**src/rtl/rv_stim_gen_pkg.sv**
```systemverilog
// Shared constants and types for the RV32I stimulus generator.
// Holds the opcode/NOP/LFSR constants, the class and FSM enums and the LFSR step.
package rv_stim_pkg;

  localparam logic [6:0]  OPC_IMM   = 7'b0010011;
  localparam logic [6:0]  OPC_LOAD  = 7'b0000011;
  localparam logic [6:0]  OPC_STORE = 7'b0100011;
  localparam logic [6:0]  OPC_REG   = 7'b0110011;
  localparam logic [31:0] NOP_INSTR = 32'h0000_0013;
  localparam logic [31:0] LFSR_TAPS = 32'h0040_0007;

  typedef enum logic [1:0] {
    CLS_ALU   = 2'd0,
    CLS_LOAD  = 2'd1,
    CLS_STORE = 2'd2,
    CLS_REG   = 2'd3
  } cls_e;

  typedef enum logic [1:0] {
    ST_WARMUP = 2'd0,
    ST_RUN    = 2'd1,
    ST_DONE   = 2'd2
  } state_e;

  // Galois form: shift left, fold the ejected MSB back through the taps.
  function automatic logic [31:0] lfsr_step(input logic [31:0] s);
    return {s[30:0], 1'b0} ^ (s[31] ? LFSR_TAPS : 32'd0);
  endfunction

endpackage

```
**src/rtl/rv_stim_gen_if.sv**
```systemverilog
// Valid/ready instruction stream between the generator and its consumer.
interface rv_stim_gen_if;
  logic        instr_valid;
  logic        instr_ready;
  logic [31:0] instr;

  modport master (output instr_valid, output instr, input  instr_ready);
  modport slave  (input  instr_valid, input  instr, output instr_ready);
endinterface

```
**src/rtl/rv_stim_gen_encode.sv**
```systemverilog
// Combinational field extraction, class selection and legalisation of one
// LFSR state into an RV32I word.
module rv_stim_encode
  import rv_stim_pkg::*;
(
  input  logic [31:0] i_state,
  input  logic [3:0]  i_en_mask,
  input  logic [2:0]  i_load_f3_mask,
  output logic [31:0] o_instr
);

  logic [4:0]  w_rd, w_rs1, w_rs2;
  logic [2:0]  w_f3;
  logic [11:0] w_imm;
  logic [1:0]  w_cls_raw;
  logic [3:0]  w_rot;
  logic [1:0]  w_ofs;
  cls_e        w_cls;
  logic [11:0] w_imm_i;
  logic [2:0]  w_f3_ld_leg;
  logic [2:0]  w_f3_ld;
  logic [2:0]  w_f3_st;
  logic [6:0]  w_f7;

  assign w_rd      = i_state[4:0];
  assign w_rs1     = i_state[9:5];
  assign w_rs2     = i_state[14:10];
  assign w_f3      = i_state[17:15];
  assign w_imm     = i_state[29:18];
  assign w_cls_raw = i_state[31:30];

  // Rotate the enable mask so bit0 is the raw class; the first set bit is
  // the distance to the next enabled class in wrap order.
  assign w_rot = 4'({i_en_mask, i_en_mask} >> w_cls_raw);

  always_comb begin
    w_ofs = 2'd3;
    if (w_rot[2]) w_ofs = 2'd2;
    if (w_rot[1]) w_ofs = 2'd1;
    if (w_rot[0]) w_ofs = 2'd0;
  end

  assign w_cls = cls_e'(w_cls_raw + w_ofs);

  always_comb begin
    case (w_f3)
      3'd1:    w_imm_i = w_imm & 12'h01F;
      3'd5:    w_imm_i = w_imm & 12'h41F;
      default: w_imm_i = w_imm;
    endcase
  end

  // Loads 3/6/7 are not RV32I; fold them onto LH/LBU/LHU.
  always_comb begin
    w_f3_ld_leg = w_f3;
    if (w_f3 == 3'd3 || w_f3[2:1] == 2'b11) w_f3_ld_leg = w_f3 & 3'b101;
  end
  assign w_f3_ld = w_f3_ld_leg & i_load_f3_mask;

  // Stores only have SB/SH/SW; 3 maps to SW.
  assign w_f3_st = {1'b0, w_f3[1], w_f3[0] & ~w_f3[1]};

  assign w_f7 = ((w_f3 == 3'd0 || w_f3 == 3'd5) && w_imm[10]) ? 7'h20 : 7'h00;

  always_comb begin
    o_instr = NOP_INSTR;
    if (i_en_mask != 4'd0) begin
      case (w_cls)
        CLS_ALU:   o_instr = {w_imm_i, w_rs1, w_f3, w_rd, OPC_IMM};
        CLS_LOAD:  o_instr = {w_imm, w_rs1, w_f3_ld, w_rd, OPC_LOAD};
        CLS_STORE: o_instr = {w_imm[11:5], w_rs2, w_rs1, w_f3_st, w_imm[4:0], OPC_STORE};
        CLS_REG:   o_instr = {w_f7, w_rs2, w_rs1, w_f3, w_rd, OPC_REG};
        default:   o_instr = NOP_INSTR;
      endcase
    end
  end

endmodule

```
**src/rtl/rv_stim_gen.sv**
```systemverilog
// LFSR-driven RV32I instruction stream: warm-up NOPs, MAX_INSTR counted
// instructions, then DONE until restarted.
module rv_stim_gen
  import rv_stim_pkg::*;
#(
  parameter logic [31:0] SEED         = 32'd87,
  parameter int          MAX_INSTR    = 100,
  parameter int          WARMUP       = 2,
  parameter logic [2:0]  LOAD_F3_MASK = 3'b111
)(
  input  logic          clk,
  input  logic          reset,
  input  logic [3:0]    en_mask,
  input  logic          start,
  rv_stim_gen_if.master bus,
  output logic [15:0]   instr_count,
  output logic          done
);

  localparam logic [31:0] SEED_EFF = (SEED == 32'd0) ? 32'd1 : SEED;
  localparam logic [15:0] MAX_CNT  = 16'(MAX_INSTR);
  localparam logic [7:0]  WARM_CNT = 8'(WARMUP);
  localparam state_e      ST_INIT  = (WARMUP == 0) ? ST_RUN : ST_WARMUP;

  state_e      r_state;
  logic [31:0] r_lfsr;
  logic [7:0]  r_wcnt;
  logic [15:0] r_count;
  logic        r_valid;
  logic [31:0] r_instr;
  logic        r_done;

  logic [31:0] w_lfsr_nxt;
  logic [31:0] w_enc_cur;
  logic [31:0] w_enc_nxt;
  logic        w_accept;
  logic        w_last;

  assign w_lfsr_nxt = lfsr_step(r_lfsr);
  assign w_accept   = r_valid && bus.instr_ready;
  assign w_last     = (r_count + 16'd1) == MAX_CNT;

  // cur: word for a beat registered without advancing (priming, leaving warm-up);
  // nxt: word following an accepted RUN beat.
  rv_stim_encode u_enc_cur (
    .i_state        (r_lfsr),
    .i_en_mask      (en_mask),
    .i_load_f3_mask (LOAD_F3_MASK),
    .o_instr        (w_enc_cur)
  );

  rv_stim_encode u_enc_nxt (
    .i_state        (w_lfsr_nxt),
    .i_en_mask      (en_mask),
    .i_load_f3_mask (LOAD_F3_MASK),
    .o_instr        (w_enc_nxt)
  );

  always_ff @(posedge clk) begin
    if (!reset) begin
      r_state <= ST_INIT;
      r_lfsr  <= SEED_EFF;
      r_wcnt  <= WARM_CNT;
      r_count <= 16'd0;
      r_valid <= 1'b0;
      r_instr <= NOP_INSTR;
      r_done  <= 1'b0;
    end else begin
      case (r_state)
        ST_WARMUP: begin
          if (!r_valid) begin
            r_valid <= 1'b1;
            r_instr <= NOP_INSTR;
          end else if (w_accept) begin
            if (r_wcnt == 8'd1) begin
              r_state <= ST_RUN;
              r_instr <= w_enc_cur;
            end else begin
              r_wcnt <= r_wcnt - 8'd1;
            end
          end
        end
        ST_RUN: begin
          if (!r_valid) begin
            r_valid <= 1'b1;
            r_instr <= w_enc_cur;
          end else if (w_accept) begin
            r_lfsr  <= w_lfsr_nxt;
            r_count <= r_count + 16'd1;
            if (w_last) begin
              r_state <= ST_DONE;
              r_valid <= 1'b0;
              r_instr <= NOP_INSTR;
              r_done  <= 1'b1;
            end else begin
              r_instr <= w_enc_nxt;
            end
          end
        end
        ST_DONE: begin
          // LFSR is kept so a restart continues the sequence.
          if (start) begin
            r_state <= ST_INIT;
            r_wcnt  <= WARM_CNT;
            r_count <= 16'd0;
            r_done  <= 1'b0;
          end
        end
        default: begin
          r_state <= ST_INIT;
          r_valid <= 1'b0;
          r_instr <= NOP_INSTR;
        end
      endcase
    end
  end

  assign bus.instr_valid = r_valid;
  assign bus.instr       = r_instr;
  assign instr_count     = r_count;
  assign done            = r_done;

endmodule

```
**src/flat_wrapper.sv**
```systemverilog
// flat-port wrapper written by rule: the top's interface ports become plain ports
module rv_stim_gen_flat import rv_stim_pkg::*;
#(
  parameter logic [31:0] SEED         = 32'd87,
  parameter int          MAX_INSTR    = 100,
  parameter int          WARMUP       = 2,
  parameter logic [2:0]  LOAD_F3_MASK = 3'b111
)
  (clk, reset, en_mask, start, instr_count, done, bus_instr_valid, bus_instr, bus_instr_ready);
  rv_stim_gen_if bus_i ();
  input  logic clk;
  input  logic reset;
  input  logic [3:0] en_mask;
  input  logic start;
  output logic [15:0] instr_count;
  output logic done;
  output wire logic [$bits(bus_i.instr_valid)-1:0] bus_instr_valid;
  output wire logic [$bits(bus_i.instr)-1:0] bus_instr;
  input wire logic [$bits(bus_i.instr_ready)-1:0] bus_instr_ready;
  assign bus_instr_valid = bus_i.instr_valid;
  assign bus_instr = bus_i.instr;
  assign bus_i.instr_ready = bus_instr_ready;
  rv_stim_gen #(.SEED(SEED), .MAX_INSTR(MAX_INSTR), .WARMUP(WARMUP), .LOAD_F3_MASK(LOAD_F3_MASK)) u_core (.clk(clk), .reset(reset), .en_mask(en_mask), .start(start), .bus(bus_i), .instr_count(instr_count), .done(done));
endmodule
```
**config.mk**
```make
export PLATFORM = sky130hd
export DESIGN_NAME = rv_stim_gen_flat
export DESIGN_NICKNAME = d
export VERILOG_FILES = /design/src/rtl/rv_stim_gen_pkg.sv /design/src/rtl/rv_stim_gen_if.sv /design/src/rtl/rv_stim_gen_encode.sv /design/src/rtl/rv_stim_gen.sv /design/src/flat_wrapper.sv
export SDC_FILE = /design/constraint.sdc
export NUM_CORES = 1
export LEC_CHECK = 0
export BUFFER_PORTS_ARGS = -buffer_cell sky130_fd_sc_hd__buf_2
export CAP_MARGIN = 15
export CORE_MARGIN = 2
export CORE_UTILIZATION = 65
export CTS_CLUSTER_DIAMETER = 100
export DETAILED_ROUTE_END_ITERATION = 8
export PLACE_DENSITY_LB_ADDON = 0.05
export SLEW_MARGIN = 10
export SYNTH_ARGS = -nofsm -noshare
export SYNTH_HDL_FRONTEND = slang
export SYNTH_HIERARCHICAL = 1
export SYNTH_SLANG_ARGS = --single-unit
```
**constraint.sdc**
```tcl
create_clock -name clk -period 6.3 [get_ports clk]
set_clock_uncertainty 0.15 [all_clocks]
set_input_delay 1.26 -clock clk [delete_from_list [all_inputs] [get_ports clk]]
set_output_delay 1.26 -clock clk [all_outputs]
set_load 0.005 [all_outputs]
```
==> impl_results.md, run 1 <==
* Status: finished, final reports clean
* Fin crit share at 69.3%
* Largest net degree at the start of global routing at 61
* Fin Setup TNS at 0 ns
* Max Cap Violations at 0
* Register area share after synthesis at 31.0%
* Slew headroom at between 10% and 20%
* Synth top area cells: dfxtp_1, nand2_1, a22oi_1
* VDD IR max at 0.114 mV
* Worst Max-Slew Pin Slew at 1.21 ns
* Final WL at about 15 mm
* Final slew viol count at 0
* Layout cells sized above 1 at between 10% and 20%
* First-pass GRT wire length at 25.3 mm
* R2R depth at 12
* Cells after synthesis at about 750
* H-tree levels at 3
* IO Port Bufs at 57
* CTS resizes at 0
* Clock slew seen by the registers of the worst setup and hold paths at 0.10 ns
* CTS tree: built
* Avg Cell Area, Syn at between 7 and 8 um^2
* FF+latch count, synth at 92
* Setup Fix Bufs, Post-CTS at 0
* Post-DRT Antenna Nets at 0
* Num rows at 34
* Core outline area at between 8000 and 9000 um^2
* N_diodes at 0
* Seq. cell area at 1840 um^2
* DR WL/cell at 17.5 um
* Area leader, netlist: dfxtp_1
* Crit end category: register
* Nets@finish at 785
* Final hold vios at 0
* Cell Area, Synth at slightly below 6000 um^2
* Data required, critical path at 6.35 ns
* Residual DRC count at 0
* Die Y at between 90 and 100 um
* Reg2reg start: u_core/r_lfsr[30]
* Fin crit period at 4.37 ns
* Area Growth Syn to Fin at 7.11%
* Gr ovfl total at 0
* Post-DR vias/cell at 6.54
* Worst Setup SP: en_mask[3]
* Final setup violation count at 0
* CTS Sinks at 92
* Startpoint Class: input pin
* Die Area at 9910 um^2
* PwrDens at between 150 and 200 nW/um^2
* Io pins at 58
* Flop2flop setup slack at ~2.5 ns
* Place WS at 1.62 ns
* Post-synth ARST share at 0%
* Max Buffers Root-to-Sink at 2
* Yosys top cell area share at 31.0%
* CP endpoint: u_core/bus.instr[10]
* Vias in the first global route at approximately 5.2k
* Hold Path Class: register to register
* 1st-iter DRT viols at around 550
* Total track usage at a little under a third
* Detailed Place HPWL at 10.2 mm
* Fillers at 739
* Commonest non-fill, non-tap cell in the layout: nand2_1
* CP Class: input pin to register
* Root Buffer Master: clkbuf_8
* Leak pwr at around 0.0025 uW
* Top_reg_cell synth: dfxtp_1
* Inserted Clock Buffers at 9
* Initial antenna violation count at 0
* Hold_ws at ~0.35 ns
* Ys Warns at 6
* Clock latency on the worst-skew pair at 0.36 ns
* Final WS setup at between 1.5 and 2 ns
* RSZ-0062 raised after global routing: no
* Most frequent cells in the layout: nand2_1, dfxtp_1, buf_2
* Starting Density at 67.4%
* CP max FO at 12
* Hold_buf cts at 0
* Area of the multi-input gates at between 3000 and 4000 um^2
* Routability cong. at 1.01
* Vias at 5734
* Capture point of the worst reg-to-reg path: u_core/bus.instr[10]
* Horiz. Die Dim at 99.5 um
* Drt pass-1 iters at 9
* Distinct cell type count after synthesis at 70
* EDFF count, synth at 0
* WHS Path Cells at 2
* Max Fclk at 229 MHz
* Critical Path AT at 4.42 ns
-- flip-flops by register name, summed over array words and instances (netlist names) --
signal and flops:
u_core/bus.instr_valid 1, u_core/instr_count 16, u_core/done 1, u_core/r_wcnt 8
u_core/r_state 2, u_core/r_lfsr 32, u_core/bus.instr 32
-- cell families after synthesis --
group,Yosys count,synth area share (%)
AND/OR/NAND/NOR,297,25.7
adder cells (fa/ha/maj),13,2.74
buffers and inverters,79,6.60
other,5,0.316
multiplexers,10,1.92
flip-flops,92,31.0
AO/OA/AOI/OAI,238,29.9
XOR/XNOR,12,1.77
-- metal layers --
layer  wire [um]  GRT usage [%]  vias to the layer above
met5           0              0                        -
met4         231           8.11                        0
met3         966           4.50                       19
met2        7340           51.2                      219
met1        6800           42.8                     2730
li1            -              -                     2766
-- synth_stat cells, drive strengths merged (7+ instances only) --
cell	count
a41o	11
nand2	124
nand3	14
a21boi	29
ha	13
buf	32
a211oi	7
nor2b	19
inv	11
o21ai	49
nor3b	8
a222oi	18
dfxtp	92
clkbuf	36
a21oi	19
nor3	7
xor2	9
nor2	49
and2	20
a22oi	51
a221oi	19
-- stage by stage --
stage,utilization [%],area (um^2),total power (uW),cells
2_1_floorplan,-,5970,726,757
3_3_place_gp,69.5,6120,757,860
3_5_place_dp,69.5,6120,762,860
4_1_cts,72.0,6340,1200,876
5_1_grt,72.2,6350,1260,877
6_report,72.2,6350,1200,877
-- worst max-delay path, stage by stage --
cell	delay (ns)
buf_2	0.21
and3b_2	0.24
o21ai_0	0.17
o211ai_1	0.12
ha_1	0.24
or4_4	0.48
and4_1	0.21
ha_1	0.29
or3_1	0.46
a22oi_1	0.27
nor2_1	0.09
a222oi_1	0.31
a221oi_1	0.08
-- report_power, final --
part | internal, uW | total, uW | switching [uW]
Combinational | 58.7 | 149 | 89.9
Clock | 226 | 452 | 226
Sequential | 593 | 603 | 10.6
Total | 877 | 1200 | 326
-- final cells by class --
class | count | share of cell area [%]
multi-input cells | 586 | 59.3
flip-flops and latches | 92 | 29.0
repair buffers | 64 | 5.43
well taps | 108 | 2.13
clock buffers | 9 | 1.95
clock inverters | 7 | 1.56
inverters | 11 | 0.650
-- worst min path at each step --
stage                      start                end
3_3_place_gp         u_core/done        u_core/done
4_1_cts         u_core/r_lfsr[5]   u_core/r_lfsr[6]
2_1_floorplan  u_core/r_lfsr[28]  u_core/r_lfsr[29]
5_1_grt        u_core/r_lfsr[24]  u_core/r_lfsr[25]
6_report        u_core/r_lfsr[5]   u_core/r_lfsr[6]
3_5_place_dp    u_core/r_lfsr[5]   u_core/r_lfsr[6]
Note: power is estimated with default switching activity, not from simulation.
==> inputs of run 2 (changes only) <==
Settings changed: CORE_UTILIZATION 65 to 54.
Clock period 6.3 ns to 3.74 ns, I/O delays scaled along.
==> run 2 against run 1 <==
Flip-flop and latch count did not move. Combinational power grew 86%. Clock-buffer cell count rose by 1. Critical endpoint is now u_core/bus.instr[21]. Largest power group unchanged. Routed wire length grew 4.6%. Critical path type unchanged. Worst hold slack worse by 0.011 ns. First-iteration DRC count shrank 0.37%. Utilization decreased by 11 points.
==> impl_results.md, run 2 (same netlist as run 1, synthesis figures left out) <==
* Status: finished, final reports clean
* Internal power at 1440 uW (+65%)
* Gr ovfl total at 0 (unchanged)
* Slew headroom at 41.4% (+22 points)
* Post-DR vias/cell at 6.20 (-5.1%)
* Final slew viol count at 0 (unchanged)
* Inserted Clock Buffers at 9 (unchanged)
* Non-filler cells, final at 938 (+7.0%)
* CTS resizes at 0 (unchanged)
* Starting Density at 55.0% (-12 points)
* Post-layout util at 61.0% (-11 points)
* Io pins at 58 (unchanged)
* H-tree levels at 3 (unchanged)
* Routability cong. at 0.918 (-8.7%)
* Area of the multi-input gates at 3770 um^2 (+0.13%)
* Startpoint Class: input pin
* Most numerous cell on the critical path: ha_1
* Post-place instance area at 6380 um^2 (+4.3%)
* Vias in the first global route at 5199 (+0.81%)
* Clock slew seen by the registers of the worst setup and hold paths at 0.09 ns (about the same)
* N_diodes at 0 (unchanged)
* Horiz. Die Dim at 109 um (+9.3%)
* Num rows at 38 (+12%)
* Die Area at 11800 um^2 (+20%)
* Post-route cell area at 6590 um^2 (+3.7%)
* Final WL at 16.0 mm (+4.6%)
* Layout cells sized above 1 at 18.3% (+3.2 points)
* Sequential share of power at 51.0% (+0.9 points)
* Root Buffer Master: clkbuf_8
* Leak pwr at 0.00267 uW (+5.3%)
* Most frequent cells in the layout: nand2_1, dfxtp_1, buf_2
* Slowest Stage Delay on Critical Path at 0.49 ns (about the same)
* Initial antenna violation count at 0 (unchanged)
* 1st-iter DRT viols at 545 (-0.37%)
* Sw Ratio at 27.6% (+0.48 points)
* Final hold vios at 0 (unchanged)
* Hold_buf cts at 0 (unchanged)
* Data required, critical path at 3.80 ns (-2.55 ns)
* Final setup violation count at 0 (unchanged)
* Sw power at 550 uW (+69%)
* First-pass GRT wire length at 25.9 mm (+2.2%)
* Max Cap Violations at 0 (unchanged)
* Seq. cell area at 1840 um^2 (unchanged)
* DR WL/cell at 17.1 um (-2.2%)
* Top Family by Delay on Critical Path: simple AND/OR/NAND/NOR gates
* Slowest-stage cell, CP: or4_4
* Vias at 5818 (+1.5%)
* Clock Power Share at 35.1% (-2.4 points)
* Largest net degree at the start of global routing at 50 (-18%)
* VDD IR max at 0.236 mV (+110%)
* CTS tree: built
* Fin crit period at 3.61 ns
* Crit end category: register
* CP max FO at 7 (-5)
* Nets@finish at 814 (+3.7%)
* Post-DRT Antenna Nets at 0 (unchanged)
* Max Fclk at 277 MHz
* Fin Setup TNS at 0 ns (unchanged)
* IO Port Bufs at 57 (unchanged)
* Total track usage at 27.4% (-3.7 points)
* Drt pass-1 iters at 8 (-1)
* Residual DRC count at 0 (unchanged)
* Detailed Place HPWL at 11.0 mm (+8.4%)
* Fin crit share at 96.5%
* Dpl cells at 922 (+7.2%)
* Comb pwr share at 13.9% (+1.5 points)
* CP Class: input pin to register
* RSZ-0062 raised after global routing: no
* Commonest non-fill, non-tap cell in the layout: nand2_1
* Setup Fix Bufs, Post-CTS at 0 (unchanged)
* Clock latency on the worst-skew pair at 0.37 ns (about the same)
* Die Y at 109 um (+9.3%)
* Critical Path AT at 3.67 ns (-0.75 ns)
* PwrDens at 303 nW/um^2 (+60%)
* CP Cell Sequence: buf_2 -> and3b_2 -> o21ai_0 -> o211ai_1 -> ha_1 -> or4_4 -> and4_1 -> ha_1 -> or2_2 -> a22oi_1 -> nor2_1 -> a222oi_1 -> a221oi_1
* Worst Max-Slew Pin Slew at 0.879 ns (-0.332 ns)
* CTS Sinks at 92 (unchanged)
* Max Buffers Root-to-Sink at 2 (unchanged)
* Hold Path Class: register to register
* Fillers at 1018 (+38%)
* Buf/Inv on CP at 1 (unchanged)
* Area Growth Syn to Fin at 11.1%
* Core outline area at 10800 um^2 (+23%)
## run 2: power groups by stage
stage                     Clock (uW)  Combinational (uW)  Sequential, uW
final                            701                 277            1020
after global routing             754                 305            1020
after CTS                        719                 273            1020
after detailed placement           0                 271            1040
after floorplan                    0                 189            1030
after global placement             0                 264            1040
## run 2: cell type report
cell class	instances	area share, %
tap	140	2.66
clock inverter	6	0.968
sequential	92	28.0
timing repair buffer	93	8.43
inverter	11	0.627
multi-input combinational	586	57.3
clock buffer	10	2.09
## run 2: per-stage QoR
stage	power (uW)	worst slack, ns	hold slack [ns]
final	1990	0.131	0.340
after global routing	2080	0.00417	0.364
after CTS	2010	0.139	0.341
after detailed placement	1310	-0.266	0.327
after global placement	1300	-0.178	0.309
after floorplan	1220	0.0653	0.308
## run 2: worst min-delay path, cell delays in order (launching register included)
cell and delay [ns]:
dfxtp_1 0.34, nand2_1 0.05, a21boi_0 0.06
## run 2: final timing paths
check / start / endpoint / slack, ns / cells after the start
hold reg to reg: u_core/r_lfsr[5] / u_core/r_lfsr[5] / 0.34 / 2
hold / removal: u_core/r_lfsr[5] / u_core/r_lfsr[5] / 0.34 / 2
setup / recovery: en_mask[3] / u_core/bus.instr[21] / 0.13 / 13
setup reg to reg: u_core/r_lfsr[30] / u_core/bus.instr[21] / 0.22 / 12
## run 2: layer usage
layer	up-vias	wire length, um	track usage, %
li1	2820	-	-
met1	2792	7190	35.6
met2	183	7800	46.9
met3	23	783	3.47
met4	0	261	8.97
met5	-	0	0
